**src/rtl/adder_share_arbiter_pkg.sv**
```systemverilog
// Shared types and constants for the shared add/subtract arbiter.
// Optional fixed-priority requester 0 is enabled by ADDER_SHARE_ARBITER_PRIO0_EN.
package adder_share_arbiter_pkg;

  localparam int WIDTH_DEF   = 32;
  localparam int TAG_W_DEF   = 4;
  localparam int NUM_REQ_DEF = 3;
  localparam int ID_W_DEF    = 2;

  localparam int REQ_ALU = 0;
  localparam int REQ_BR  = 1;
  localparam int REQ_AGU = 2;

  typedef enum logic [1:0] {
    OCC_EMPTY = 2'd0,
    OCC_ONE   = 2'd1,
    OCC_FULL  = 2'd2
  } occ_e;

  typedef struct packed {
    logic [ID_W_DEF-1:0]  id;
    logic [TAG_W_DEF-1:0] tag;
    logic [WIDTH_DEF-1:0] sum;
    logic                 cout;
    logic                 ovf;
  } rsp_t;

  // A single requester still needs a one-bit id field.
  function automatic int id_width(input int n);
    return (n > 1) ? $clog2(n) : 1;
  endfunction

endpackage

```
**src/rtl/adder_share_arbiter_rr_picker.sv**
```systemverilog
// Round-robin grant picker: combinational one-hot/index grant, pointer advances on accept.
// ADDER_SHARE_ARBITER_PRIO0_EN gives requester 0 absolute priority without moving the pointer.
module adder_share_arbiter_rr_picker #(
  parameter int NUM_REQ = 3,
  parameter int ID_W    = 2
) (
  input  logic               clk,
  input  logic               rst,
  input  logic [NUM_REQ-1:0] req_valid,
  input  logic               accept,
  output logic [ID_W-1:0]    gnt_idx,
  output logic [NUM_REQ-1:0] gnt_onehot
);

  logic [ID_W-1:0]    rr_ptr_r;
  logic [NUM_REQ-1:0] rr_vec_s;
  logic               prio_hit_s;
  logic               rr_found_s;
  logic [ID_W-1:0]    rr_idx_s;

  // First set bit of vec searching upward from ptr+1, wrapping; returns {found, idx}.
  function automatic logic [ID_W:0] rr_pick(input logic [NUM_REQ-1:0] vec,
                                            input logic [ID_W-1:0] ptr);
    logic            found;
    logic [ID_W-1:0] idx;
    logic [ID_W-1:0] cand_idx;
    int              cand;
    found = 1'b0;
    idx   = '0;
    for (int k = 1; k <= NUM_REQ; k++) begin
      cand     = int'(ptr) + k;
      cand     = (cand >= NUM_REQ) ? cand - NUM_REQ : cand;
      cand_idx = ID_W'(cand);
      if (!found && vec[cand_idx]) begin
        found = 1'b1;
        idx   = cand_idx;
      end else begin
        found = found;
      end
    end
    return {found, idx};
  endfunction

  // Grant selection.
  always_comb begin
    rr_vec_s = req_valid;
`ifdef ADDER_SHARE_ARBITER_PRIO0_EN
    rr_vec_s[0] = 1'b0;
    prio_hit_s  = req_valid[0];
`else
    prio_hit_s  = 1'b0;
`endif
    {rr_found_s, rr_idx_s} = rr_pick(rr_vec_s, rr_ptr_r);
    gnt_idx    = prio_hit_s ? '0 : rr_idx_s;
    gnt_onehot = '0;
    gnt_onehot[gnt_idx] = prio_hit_s | rr_found_s;
  end

  // Pointer starts at the last requester so requester 0 wins first.
  always_ff @(posedge clk or posedge rst) begin
    if (rst) begin
      rr_ptr_r <= ID_W'(NUM_REQ - 1);
    end else if (accept && !prio_hit_s) begin
      rr_ptr_r <= rr_idx_s;
    end else begin
      rr_ptr_r <= rr_ptr_r;
    end
  end

endmodule

```
**src/rtl/adder_share_arbiter.sv**
```systemverilog
// Shares one prefix add/subtract datapath among NUM_REQ requesters through a 2-stage pipeline.
// Build option: ADDER_SHARE_ARBITER_PRIO0_EN (requester 0 fixed priority).
module adder_share_arbiter
  import adder_share_arbiter_pkg::*;
#(
  parameter int NUM_REQ = NUM_REQ_DEF,
  parameter int WIDTH   = WIDTH_DEF,
  parameter int TAG_W   = TAG_W_DEF
) (
  input  logic                         clk,
  input  logic                         rst,
  input  logic [NUM_REQ-1:0]           req_valid,
  output logic [NUM_REQ-1:0]           req_ready,
  input  logic [NUM_REQ*WIDTH-1:0]     req_a,
  input  logic [NUM_REQ*WIDTH-1:0]     req_b,
  input  logic [NUM_REQ-1:0]           req_sub,
  input  logic [NUM_REQ*TAG_W-1:0]     req_tag,
  output logic                         rsp_valid,
  input  logic                         rsp_ready,
  output logic [id_width(NUM_REQ)-1:0] rsp_id,
  output logic [TAG_W-1:0]             rsp_tag,
  output logic [WIDTH-1:0]             rsp_sum,
  output logic                         rsp_cout,
  output logic                         rsp_ovf
);

  localparam int ID_W = id_width(NUM_REQ);

  typedef struct packed {
    logic [ID_W-1:0]  id;
    logic [TAG_W-1:0] tag;
    logic [WIDTH-1:0] sum;
    logic             cout;
    logic             ovf;
  } s2_t;

  logic [WIDTH-1:0]   a_arr_s   [NUM_REQ];
  logic [WIDTH-1:0]   b_arr_s   [NUM_REQ];
  logic [TAG_W-1:0]   tag_arr_s [NUM_REQ];
  logic [ID_W-1:0]    gnt_idx_s;
  logic [NUM_REQ-1:0] gnt_onehot_s;
  logic               s1_en_s, s2_en_s, accept_s;
  logic [WIDTH:0]     add_res_s;

  logic               s1_valid_r, s2_valid_r;
  logic [WIDTH-1:0]   s1_a_r, s1_b_r;
  logic               s1_cin_r;
  logic [ID_W-1:0]    s1_id_r;
  logic [TAG_W-1:0]   s1_tag_r;
  s2_t                s2_r;

  // Kogge-Stone prefix adder; cin is folded into bit 0's generate. Returns {cout, sum}.
  function automatic logic [WIDTH:0] prefix_add(input logic [WIDTH-1:0] a,
                                                input logic [WIDTH-1:0] b,
                                                input logic             cin);
    logic [WIDTH-1:0] p0, g, p, c;
    p0   = a ^ b;
    g    = a & b;
    p    = p0;
    g[0] = g[0] | (p0[0] & cin);
    for (int d = 1; d < WIDTH; d = d * 2) begin
      for (int i = WIDTH - 1; i >= d; i--) begin
        g[i] = g[i] | (p[i] & g[i-d]);
        p[i] = p[i] & p[i-d];
      end
    end
    c = {g[WIDTH-2:0], cin};
    return {g[WIDTH-1], p0 ^ c};
  endfunction

  // Split the flat request buses into per-requester lanes.
  always_comb begin
    for (int i = 0; i < NUM_REQ; i++) begin
      a_arr_s[i]   = req_a[i*WIDTH +: WIDTH];
      b_arr_s[i]   = req_b[i*WIDTH +: WIDTH];
      tag_arr_s[i] = req_tag[i*TAG_W +: TAG_W];
    end
  end

  assign s2_en_s   = !s2_valid_r || rsp_ready;
  assign s1_en_s   = !s1_valid_r || s2_en_s;
  assign accept_s  = s1_en_s && (|req_valid) && !rst;
  assign req_ready = accept_s ? gnt_onehot_s : '0;

  adder_share_arbiter_rr_picker #(
    .NUM_REQ (NUM_REQ),
    .ID_W    (ID_W)
  ) u_picker (
    .clk        (clk),
    .rst        (rst),
    .req_valid  (req_valid),
    .accept     (accept_s),
    .gnt_idx    (gnt_idx_s),
    .gnt_onehot (gnt_onehot_s)
  );

  // Stage 1: operand register; subtraction is stored as inverted B with carry-in.
  always_ff @(posedge clk or posedge rst) begin
    if (rst) begin
      s1_valid_r <= 1'b0;
      s1_a_r     <= '0;
      s1_b_r     <= '0;
      s1_cin_r   <= 1'b0;
      s1_id_r    <= '0;
      s1_tag_r   <= '0;
    end else if (accept_s) begin
      s1_valid_r <= 1'b1;
      s1_a_r     <= a_arr_s[gnt_idx_s];
      s1_b_r     <= req_sub[gnt_idx_s] ? ~b_arr_s[gnt_idx_s] : b_arr_s[gnt_idx_s];
      s1_cin_r   <= req_sub[gnt_idx_s];
      s1_id_r    <= gnt_idx_s;
      s1_tag_r   <= tag_arr_s[gnt_idx_s];
    end else if (s1_en_s) begin
      s1_valid_r <= 1'b0;
    end else begin
      s1_valid_r <= s1_valid_r;
    end
  end

  assign add_res_s = prefix_add(s1_a_r, s1_b_r, s1_cin_r);

  // Stage 2: result register; holds while the consumer stalls a valid result.
  always_ff @(posedge clk or posedge rst) begin
    if (rst) begin
      s2_valid_r <= 1'b0;
      s2_r       <= '0;
    end else if (s2_en_s) begin
      s2_valid_r <= s1_valid_r;
      s2_r.id    <= s1_id_r;
      s2_r.tag   <= s1_tag_r;
      s2_r.sum   <= add_res_s[WIDTH-1:0];
      s2_r.cout  <= add_res_s[WIDTH];
      s2_r.ovf   <= (s1_a_r[WIDTH-1] == s1_b_r[WIDTH-1]) &&
                    (add_res_s[WIDTH-1] != s1_a_r[WIDTH-1]);
    end else begin
      s2_valid_r <= s2_valid_r;
    end
  end

  assign rsp_valid = s2_valid_r;
  assign rsp_id    = s2_r.id;
  assign rsp_tag   = s2_r.tag;
  assign rsp_sum   = s2_r.sum;
  assign rsp_cout  = s2_r.cout;
  assign rsp_ovf   = s2_r.ovf;

endmodule

```
**config.mk**
```make
export PLATFORM = sky130hd
export DESIGN_NAME = adder_share_arbiter
export DESIGN_NICKNAME = d
export VERILOG_FILES = /design/src/rtl/adder_share_arbiter_pkg.sv /design/src/rtl/adder_share_arbiter_rr_picker.sv /design/src/rtl/adder_share_arbiter.sv
export SDC_FILE = /design/constraint.sdc
export NUM_CORES = 1
export LEC_CHECK = 0
export CORE_UTILIZATION = 46
export DETAILED_ROUTE_END_ITERATION = 12
export GPL_ROUTABILITY_DRIVEN = 0
export HOLD_SLACK_MARGIN = 0.08
export PLACE_DENSITY = 0.87
export SLEW_MARGIN = 20
export SYNTH_ARGS = -nofsm -noshare
export SYNTH_HDL_FRONTEND = slang
export SYNTH_SLANG_ARGS = --single-unit
```
**constraint.sdc**
```tcl
create_clock -name clk -period 6.65 [get_ports clk]
set_clock_uncertainty 0.1 [all_clocks]
set_input_delay 0.9975 -clock clk [delete_from_list [all_inputs] [get_ports clk]]
set_output_delay 0.9975 -clock clk [all_outputs]
set_load 0.02 [all_outputs]
```
==> results.ini, run 1 <==
[cells_and_area]
layout-drive-gt1-share_pct = 5.302
final_area_um2 = 10480
final_cell_mix = clkdlybuf4s50_1 (256), nand2_1 (127), dfrtp_1 (113)
fillers = 1199
fin_cells = 1264
layout_commonest_cell = clkdlybuf4s50_1
postLayoutCoreUtil_pct = 68.93
multi_input_area_um2 = 4053
layout.nets = 1311
regArea_um2 = 2854
flow.area_growth_from_synthesis_pct = 46.42

[die]
die_width_um = 126.7
core_area_um2 = 15200
io_pins = 257
rows = 45
start_util_pct = 47.08
die_area_um2 = 16060
fp.dieH_um = 126.7

[clocking]
cts-resized-gates = 0
cts_made_buffers = 17
clk_pin_slew_worst_paths_ns = 0.06
ctsHoldBuffers = 0
clk_path_buf_depth = 2
post_cts_buffers = 0
insertion_delay_ns = 0.42
cts_max_level = 4
cts.sinks = 114
cts_root_buffer = clkbuf_16
cts_tree = done

[sta]
worst_slack_ns = 1.890
hold_viol = 0
post-route-period-util_pct = 71.57
fmax_mhz = 210.1
tns_ns = 0
tightest_slew_ns = 0.9641
finalCriticalPeriod_ns = 4.760
rsz0062_at_grt = no
finalMaxSlewViolations = 0
whs_ns = 0.3670
maxSlewHeadroom_pct = 35.72
setup_viol = 0

[placed_design]
port_buffers = 256
place_area_um2 = 9822
dp_hpwl_um = 15810
place_inst = 1231
post-place-ws_ns = 1.921

[worst_setup_path]
cp-startpoint = req_valid[2]
critPathArrivalTime_ns = 3.66
required_ns = 5.55
reg2reg_depth = 12
critical_path_class = in -> out
reg2reg_from = u_picker.rr_ptr_r[1]$_DFFE_PP1P_
crit_path_start_kind = primary input
rr_endpoint = s1_b_r[5]$_DFFE_PP0P_
crit_path_max_fanout = 30
worstSetupEndpointType = output pin
r2r_setup_slack_ns = 2.71

[logic_synthesis]
ys_seq_area_share_pct = 39.88
ys_types = 60
synth.avg_cell_area_um2 = 8.602
ys_ff_latch = 114
syn_nets = 1081
syn-instance-count = 832
synth_edf_count = 0
ys_top_cells_by_area = dfrtp_1 (40%), nand2_1 (6.7%), ha_1 (5.9%)
synth_warnings = 0
ys.flop_type = dfrtp_1
netlist.area_leader.share_pct = 39.51
async_reset_ff_share_pct = 100.0
synthesis.area_um2 = 7157
yosys.area.top_type = dfrtp_1

[global_routing]
antenna_found_initial = 1
grt-ovfl-total = 0
grt_max_degree = 77
grt_pass1_vias = 6876
grt_pass1_wl_um = 34580
track_usage_pct = 27.93

[detailed_routing]
wl_per_cell_um = 17.16
ant_nets = 0
drt_iter0_drc = 378
drc_errors = 0
first_pass_iters = 7
via_count = 7139
vias_per_cell = 5.648
finalWirelength_um = 21690

[run_status]
status = finished, final reports clean

[run]
drv_cap = 0

[min_path]
hold_class = reg -> reg
min_from = s1_valid_r$_DFFE_PP0P_
min_path_cells = 1
whs_endpoint = rsp_valid$_DFFE_PP0P_

[power]
power_mw = 5.669
vdd_ir_drop_max_mv = 0.2274
pwr_density_cell_nw_per_um2 = 541.0
p_leak_nw = 4.443

==> cell families after synthesis <==
| logic type | count (synthesis) | share of synthesized area (%) |
|---|---|---|
| AO/OA/AOI/OAI | 294 | 26.52 |
| AND/OR/NAND/NOR | 260 | 15.91 |
| flip-flops | 114 | 39.88 |
| buffers and inverters | 70 | 4.021 |
| XOR/XNOR | 54 | 6.608 |
| adder cells (fa/ha/maj) | 36 | 6.504 |
| multiplexers | 4 | 0.5595 |
==> registers in the layout, indices dropped and copies added, names as in the netlist <==
signal and cells:
rsp_sum 32, s1_a_r 32, s1_b_r 32, rsp_tag 4
s1_tag_r 4, rsp_id 2, s1_id_r 2, rsp_cout 1
rsp_ovf 1, rsp_valid 1, s1_cin_r 1, s1_valid_r 1
u_picker.rr_ptr_r 1
==> Yosys cell counts, drive strengths merged, types with 2 or more instances <==
cell    instances
nand2b          4
nand4b          2
buf            19
o22ai           3
nor3b           4
a21o           11
nand3          13
a22oi          36
a22o           34
o31ai           4
o21ai          62
xnor2          12
nand2         128
or3             2
o21bai          3
a31o            2
nor2           72
clkbuf         33
nor2b           8
nor3            8
a211oi          4
and3            6
o31a            3
a21oi          74
a31oi          40
and2            3
nor4            3
a311oi          2
dfrtp         113
o21a            5
mux2i           4
a21boi          3
xor2           42
ha             34
fa              2
inv            18
==> where the power goes <==
group	internal, mW	switching (mW)
combinational	1.48	1.91
sequential	1.05	0.228
clock	0.672	0.334
==> how the worst max path moves through the flow <==
stage	endpoint	depth (start not counted)	slack [ns]
final	req_ready[1]	8	1.89
after global routing	req_ready[1]	8	1.66
after CTS	req_ready[1]	8	1.89
after detailed placement	req_ready[1]	8	1.92
after global placement	req_ready[1]	8	2.00
after floorplan	req_ready[0]	5	1.01
==> cell type report <==
cell class	instances	area share (%)
Timing Repair Buffer	263	24.96
Clock inverter	14	2.006
Tap cell	188	2.245
Clock buffer	18	4.191
Sequential cell	114	27.24
Multi-Input combinational cell	648	38.67
Antenna cell	1	0.02388
Inverter	18	0.6687
==> critical path, stage by stage <==
cell	delay (ns)
clkdlybuf4s50_1	0.51
a22o_1	0.25
a21oi_1	0.21
and3_1	0.19
o31a_2	0.61
inv_1	0.13
nor2_1	0.13
clkdlybuf4s50_1	0.61
==> per-layer routing <==
layer | routed length [µm] | share of wire (%) | vias up | global-route usage, %
li1 | - | - | 3464 | -
met1 | 9039 | 42 | 3360 | 33.13
met2 | 10510 | 48 | 272 | 48.36
met3 | 1531 | 7.1 | 43 | 7.507
met4 | 609 | 2.8 | 0 | 10.71
met5 | 0 | 0 | - | 0
No activity file was read; power rests on OpenSTA's default activity.
==> run 2, diff against run 1 <==
- clock period: 6.65 -> 4.57 ns (I/O delays scaled with it)
==> results.ini, run 2 (synthesis results as in run 1) <==
[run_status]
status = finished, final reports clean  ; unchanged

[worst_setup_path]
slowest_stage = clkdlybuf4s50_1  ; was o31a_2
critPathArrivalTime_ns = 3.19  ; was 3.66 ns
r2r_setup_slack_ns = 1.05  ; was 2.71 ns
worstPathCellList = clkdlybuf4s50_1 > a22o_1 > a21oi_1 > and3_1 > o31a_2 > buf_4 > nor3_1 > clkdlybuf4s50_1  ; was clkdlybuf4s50_1 > a22o_1 > a21oi_1 > and3_1 > o31a_2 > inv_1 > nor2_1 > clkdlybuf4s50_1
critical_path_class = in -> out  ; unchanged
required_ns = 3.78  ; was 5.55 ns
cpPeakStageDelay_ns = 0.64  ; was 0.61 ns
worstSetupEndpointType = output pin  ; unchanged
crit_path_max_fanout = 28  ; was 30
crit_top_cell = clkdlybuf4s50_1  ; unchanged
crit_path_start_kind = primary input  ; unchanged

[global_routing]
grt_max_degree = 77  ; unchanged
antenna_found_initial = 1  ; unchanged
grt-ovfl-total = 0  ; unchanged
grt_pass1_vias = 6920  ; was 6876
grt_pass1_wl_um = 33970  ; was 34580 µm
track_usage_pct = 27.37  ; was 27.93%

[power]
p_leak_nw = 4.437  ; was 4.443 nW
p_int_mw = 4.583  ; was 3.200 mW
clockPowerShare_pct = 16.4  ; was 17.7%
p_seq_share_pct = 22.8  ; was 22.5%
pwr_density_cell_nw_per_um2 = 780.0  ; was 541.0 nW/µm²
swShare_pct = 43.86  ; was 43.55%
power_mw = 8.163  ; was 5.669 mW
switchingPower_mw = 3.580  ; was 2.469 mW
combPwrFrac_pct = 60.8  ; was 59.8%
vdd_ir_drop_max_mv = 0.3138  ; was 0.2274 mV

[detailed_routing]
vias_per_cell = 5.623  ; was 5.648
finalWirelength_um = 21480  ; was 21690 µm
drc_errors = 0  ; unchanged
via_count = 7135  ; was 7139
drt_iter0_drc = 496  ; was 378
ant_nets = 0  ; unchanged
first_pass_iters = 6  ; was 7
wl_per_cell_um = 16.93  ; was 17.16 µm

[clocking]
cts_max_level = 4  ; unchanged
ctsHoldBuffers = 0  ; unchanged
cts-resized-gates = 0  ; unchanged
post_cts_buffers = 0  ; unchanged
clk_pin_slew_worst_paths_ns = 0.05  ; was 0.06 ns
cts_made_buffers = 17  ; unchanged
cts.sinks = 114  ; unchanged
clk_path_buf_depth = 2  ; unchanged
cts_root_buffer = clkbuf_16  ; unchanged
cts_tree = done  ; unchanged
insertion_delay_ns = 0.42  ; about the same

[sta]
maxSlewHeadroom_pct = 33.85  ; was 35.72%
tns_ns = 0  ; unchanged
fmax_mhz = 251.3
whs_ns = 0.3567  ; was 0.3670 ns
tightest_slew_ns = 0.9885  ; was 0.9641 ns
post-route-period-util_pct = 87.06
rsz0062_at_grt = no  ; unchanged
finalCriticalPeriod_ns = 3.979
setup_viol = 0  ; unchanged
finalMaxSlewViolations = 0  ; unchanged
hold_viol = 0  ; unchanged

[placed_design]
port_buffers = 256  ; unchanged
dp_hpwl_um = 15910  ; was 15810 µm
place_area_um2 = 9861  ; was 9822 µm²

[die]
core_area_um2 = 15200  ; unchanged
die_width_um = 126.7  ; unchanged
start_util_pct = 47.08  ; unchanged
io_pins = 257  ; unchanged
rows = 45  ; unchanged
die_area_um2 = 16060  ; unchanged
fp.dieH_um = 126.7  ; unchanged

[cells_and_area]
final_area_um2 = 10470  ; was 10480 µm²
final_cell_mix = clkdlybuf4s50_1 (256), nand2_1 (127), dfrtp_1 (113)  ; unchanged
layout-drive-gt1-share_pct = 5.463  ; was 5.302%
layout.nets = 1316  ; was 1311
flow.area_growth_from_synthesis_pct = 46.22  ; was 46.42%
postLayoutCoreUtil_pct = 68.84  ; was 68.93%
fillers = 1181  ; was 1199
layout_commonest_cell = clkdlybuf4s50_1  ; unchanged

[min_path]
hold_class = reg -> reg  ; unchanged

[run]
drv_cap = 0  ; unchanged

-- run 2: changes by cell type in the layout (fill, tap and decap cells not counted), sizes merged --
cell      before  now
clkinv         5    4
clkinvlp       3    4
inv           19   17
buf            7   12
bufinv         5    3
clkbuf        18   22
-- run 2: critical path: cells and delay by family --
kind | cells | cell delay [ns]
buffers and inverters | 3 | 1.46
AO/OA/AOI/OAI | 3 | 0.62
AND/OR/NAND/NOR | 2 | 0.41
-- run 2: power groups by stage --
stage | combinational [mW] | clock, mW | sequential (mW)
CTS | 4.96 | 1.36 | 1.86
global route | 5.51 | 1.40 | 1.91
finish | 4.96 | 1.34 | 1.86
global placement | 4.75 | 0 | 1.84
detailed placement | 4.90 | 0 | 1.87
floorplan | 3.34 | 0 | 1.97
-- run 2: path summary, 6_finish.rpt --
path | start | cells after the start | end
max | req_valid[2] | 8 | req_ready[0]
min | s1_valid_r$_DFFE_PP0P_ | 1 | rsp_valid$_DFFE_PP0P_
max reg2reg | u_picker.rr_ptr_r[1]$_DFFE_PP1P_ | 11 | s1_b_r[14]$_DFFE_PP0P_
min reg2reg | s1_valid_r$_DFFE_PP0P_ | 1 | rsp_valid$_DFFE_PP0P_
max in group asynchronous | rst | 4 | rsp_sum[7]$_DFFE_PP0P_
min in group asynchronous | rst | 3 | s1_id_r[1]$_DFFE_PP0P_
-- run 2: cell type report --
| class | instances | area (µm²) | area share, % |
|---|---|---|---|
| multi-input combinational | 648 | 4053 | 38.73 |
| sequential | 114 | 2854 | 27.27 |
| timing repair buffer | 268 | 2653 | 25.35 |
| clock buffer | 22 | 464.2 | 4.436 |
| tap | 188 | 235.2 | 2.248 |
| clock inverter | 10 | 132.6 | 1.267 |
| inverter | 18 | 71.32 | 0.6815 |
| antenna | 1 | 2.502 | 0.02391 |
-- run 2: metal layers --
metal / GRT usage [%] / vias up / routed length (µm)
met1: 32.24 / 3352 / 8875
met5: 0 / - / 0
li1: - / 3463 / -
met4: 11.27 / 0 / 474
met2: 47.87 / 282 / 10740
met3: 6.622 / 38 / 1388
-- run 2: stage by stage --
stage,setup WS [ns],std cells
4_1_cts,0.5974,1268
6_report,0.5913,1269
3_3_place_gp,0.6634,1236
2_1_floorplan,0.5624,832
3_5_place_dp,0.5965,1236
5_1_grt,0.4446,1269
==> run 3, diff against run 2 <==
- CTS_BUF_LIST: not set -> sky130_fd_sc_hd__clkbuf_16
==> results.ini, run 3 (synthesis results as in run 1) <==
[detailed_routing]
ant_nets = 0  ; unchanged
first_pass_iters = 5  ; was 6
drt_iter0_drc = 481  ; was 496
wl_per_cell_um = 16.92  ; was 16.93 µm
finalWirelength_um = 21470  ; was 21480 µm
via_count = 7127  ; was 7135
vias_per_cell = 5.616  ; was 5.623
drc_errors = 0  ; unchanged

[sta]
maxSlewHeadroom_pct = 34.22  ; was 33.85%
tightest_slew_ns = 0.9830  ; was 0.9885 ns
finalCriticalPeriod_ns = 3.981  ; was 3.979 ns
hold_viol = 0  ; unchanged
rsz0062_at_grt = no  ; unchanged
finalMaxSlewViolations = 0  ; unchanged
fmax_mhz = 251.2  ; was 251.3 MHz
tns_ns = 0  ; unchanged
setup_viol = 0  ; unchanged
post-route-period-util_pct = 87.11  ; was 87.06%
worst_slack_ns = 0.5892  ; was 0.5913 ns

[cells_and_area]
postLayoutCoreUtil_pct = 68.71  ; was 68.84%
fillers = 1183  ; was 1181
final_cell_mix = clkdlybuf4s50_1 (256), nand2_1 (127), dfrtp_1 (113)  ; unchanged
regArea_um2 = 2854  ; unchanged
layout_commonest_cell = clkdlybuf4s50_1  ; unchanged
layout.nets = 1316  ; unchanged
multi_input_area_um2 = 4053  ; unchanged
layout-drive-gt1-share_pct = 5.278  ; was 5.463%
flow.area_growth_from_synthesis_pct = 45.94  ; was 46.22%

[die]
io_pins = 257  ; unchanged
fp.dieH_um = 126.7  ; unchanged
die_width_um = 126.7  ; unchanged
core_area_um2 = 15200  ; unchanged
start_util_pct = 47.08  ; unchanged
rows = 45  ; unchanged
die_area_um2 = 16060  ; unchanged

[placed_design]
dp_hpwl_um = 15910  ; unchanged
post-place-ws_ns = 0.5965  ; unchanged
port_buffers = 256  ; unchanged

[worst_setup_path]
crit_path_max_fanout = 28  ; unchanged
required_ns = 3.78  ; about the same
critical_path_class = in -> out  ; unchanged
crit_path_start_kind = primary input  ; unchanged
worstSetupEndpointType = output pin  ; unchanged
critPathArrivalTime_ns = 3.20  ; was 3.19 ns

[clocking]
cts_max_level = 4  ; unchanged
cts_tree = done  ; unchanged
cts-resized-gates = 0  ; unchanged
cts.sinks = 114  ; unchanged
cts_made_buffers = 17  ; unchanged
cts_root_buffer = clkbuf_16  ; unchanged
ctsHoldBuffers = 0  ; unchanged
insertion_delay_ns = 0.42  ; about the same
clk_pin_slew_worst_paths_ns = 0.05  ; about the same
clk_path_buf_depth = 2  ; unchanged
post_cts_buffers = 0  ; unchanged

[power]
pwr_density_cell_nw_per_um2 = 778.4  ; was 780.0 nW/µm²
power_mw = 8.130  ; was 8.163 mW
vdd_ir_drop_max_mv = 0.3128  ; was 0.3138 mV
p_leak_nw = 4.439  ; was 4.437 nW

[global_routing]
antenna_found_initial = 1  ; unchanged
grt_pass1_wl_um = 33930  ; was 33970 µm
met3_usage_pct = 6.495  ; was 6.622%
use_met2_pct = 47.81  ; was 47.87%
top_usage_layer = met2  ; unchanged
grt-ovfl-total = 0  ; unchanged
grt_max_degree = 77  ; unchanged
grt_use_met1_pct = 32.16  ; was 32.24%
track_usage_pct = 27.29  ; was 27.37%
grt_pass1_vias = 6923  ; was 6920

[run]
drv_cap = 0  ; unchanged

[min_path]
hold_class = reg -> reg  ; unchanged

[run_status]
status = finished, final reports clean  ; unchanged

-- run 3: cell types whose count changed in the layout (fill, tap and decap cells not counted), sizes merged --
cell / previous run / this run
clkinv: 4 / 6
clkbuf: 22 / 17
inv: 17 / 20
-- run 3: routing by layer --
layer,up-vias,part of all wire [%]
li1,3462,-
met5,-,0
met1,3338,41
met3,38,6.8
met2,289,50
met4,0,2.3
-- run 3: power breakdown --
part | internal (mW) | switching [mW]
registers | 1.53 | 0.332
logic | 2.18 | 2.79
clock network | 0.840 | 0.463
-- run 3: critical path: stages --
cell and delay [ns]:
clkdlybuf4s50_1 0.57, a22o_1 0.17, a21oi_1 0.06, and3_1 0.20
o31a_2 0.39, buf_4 0.26, nor3_1 0.21, clkdlybuf4s50_1 0.64
-- run 3: worst paths after layout --
check,startpoint,to,slack (ns),cells after the start
max,req_valid[2],req_ready[0],0.59,8
min,s1_valid_r$_DFFE_PP0P_,rsp_valid$_DFFE_PP0P_,0.36,1
max reg2reg,u_picker.rr_ptr_r[1]$_DFFE_PP1P_,s1_b_r[14]$_DFFE_PP0P_,1.05,11
min reg2reg,s1_valid_r$_DFFE_PP0P_,rsp_valid$_DFFE_PP0P_,0.36,1
max in group asynchronous,rst,rsp_sum[7]$_DFFE_PP0P_,2.24,4
min in group asynchronous,rst,s1_id_r[1]$_DFFE_PP0P_,0.74,3
-- run 3: cell type report --
cell class | instances | area share, %
clock buffers | 17 | 4.073
repair buffers | 268 | 25.40
inverters | 18 | 0.6828
clock inverters | 15 | 1.449
well taps | 188 | 2.252
multi-input cells | 648 | 38.80
flip-flops and latches | 114 | 27.32
diodes | 1 | 0.02396
-- run 3: through the flow --
step | area, µm² | hold WS [ns] | cells
after floorplan | 7161 | 0.3346 | 832
after global placement | 9861 | 0.3441 | 1236
after detailed placement | 9861 | 0.3467 | 1236
after CTS | 10440 | 0.3581 | 1268
after global routing | 10450 | 0.3781 | 1269
final | 10450 | 0.3567 | 1269
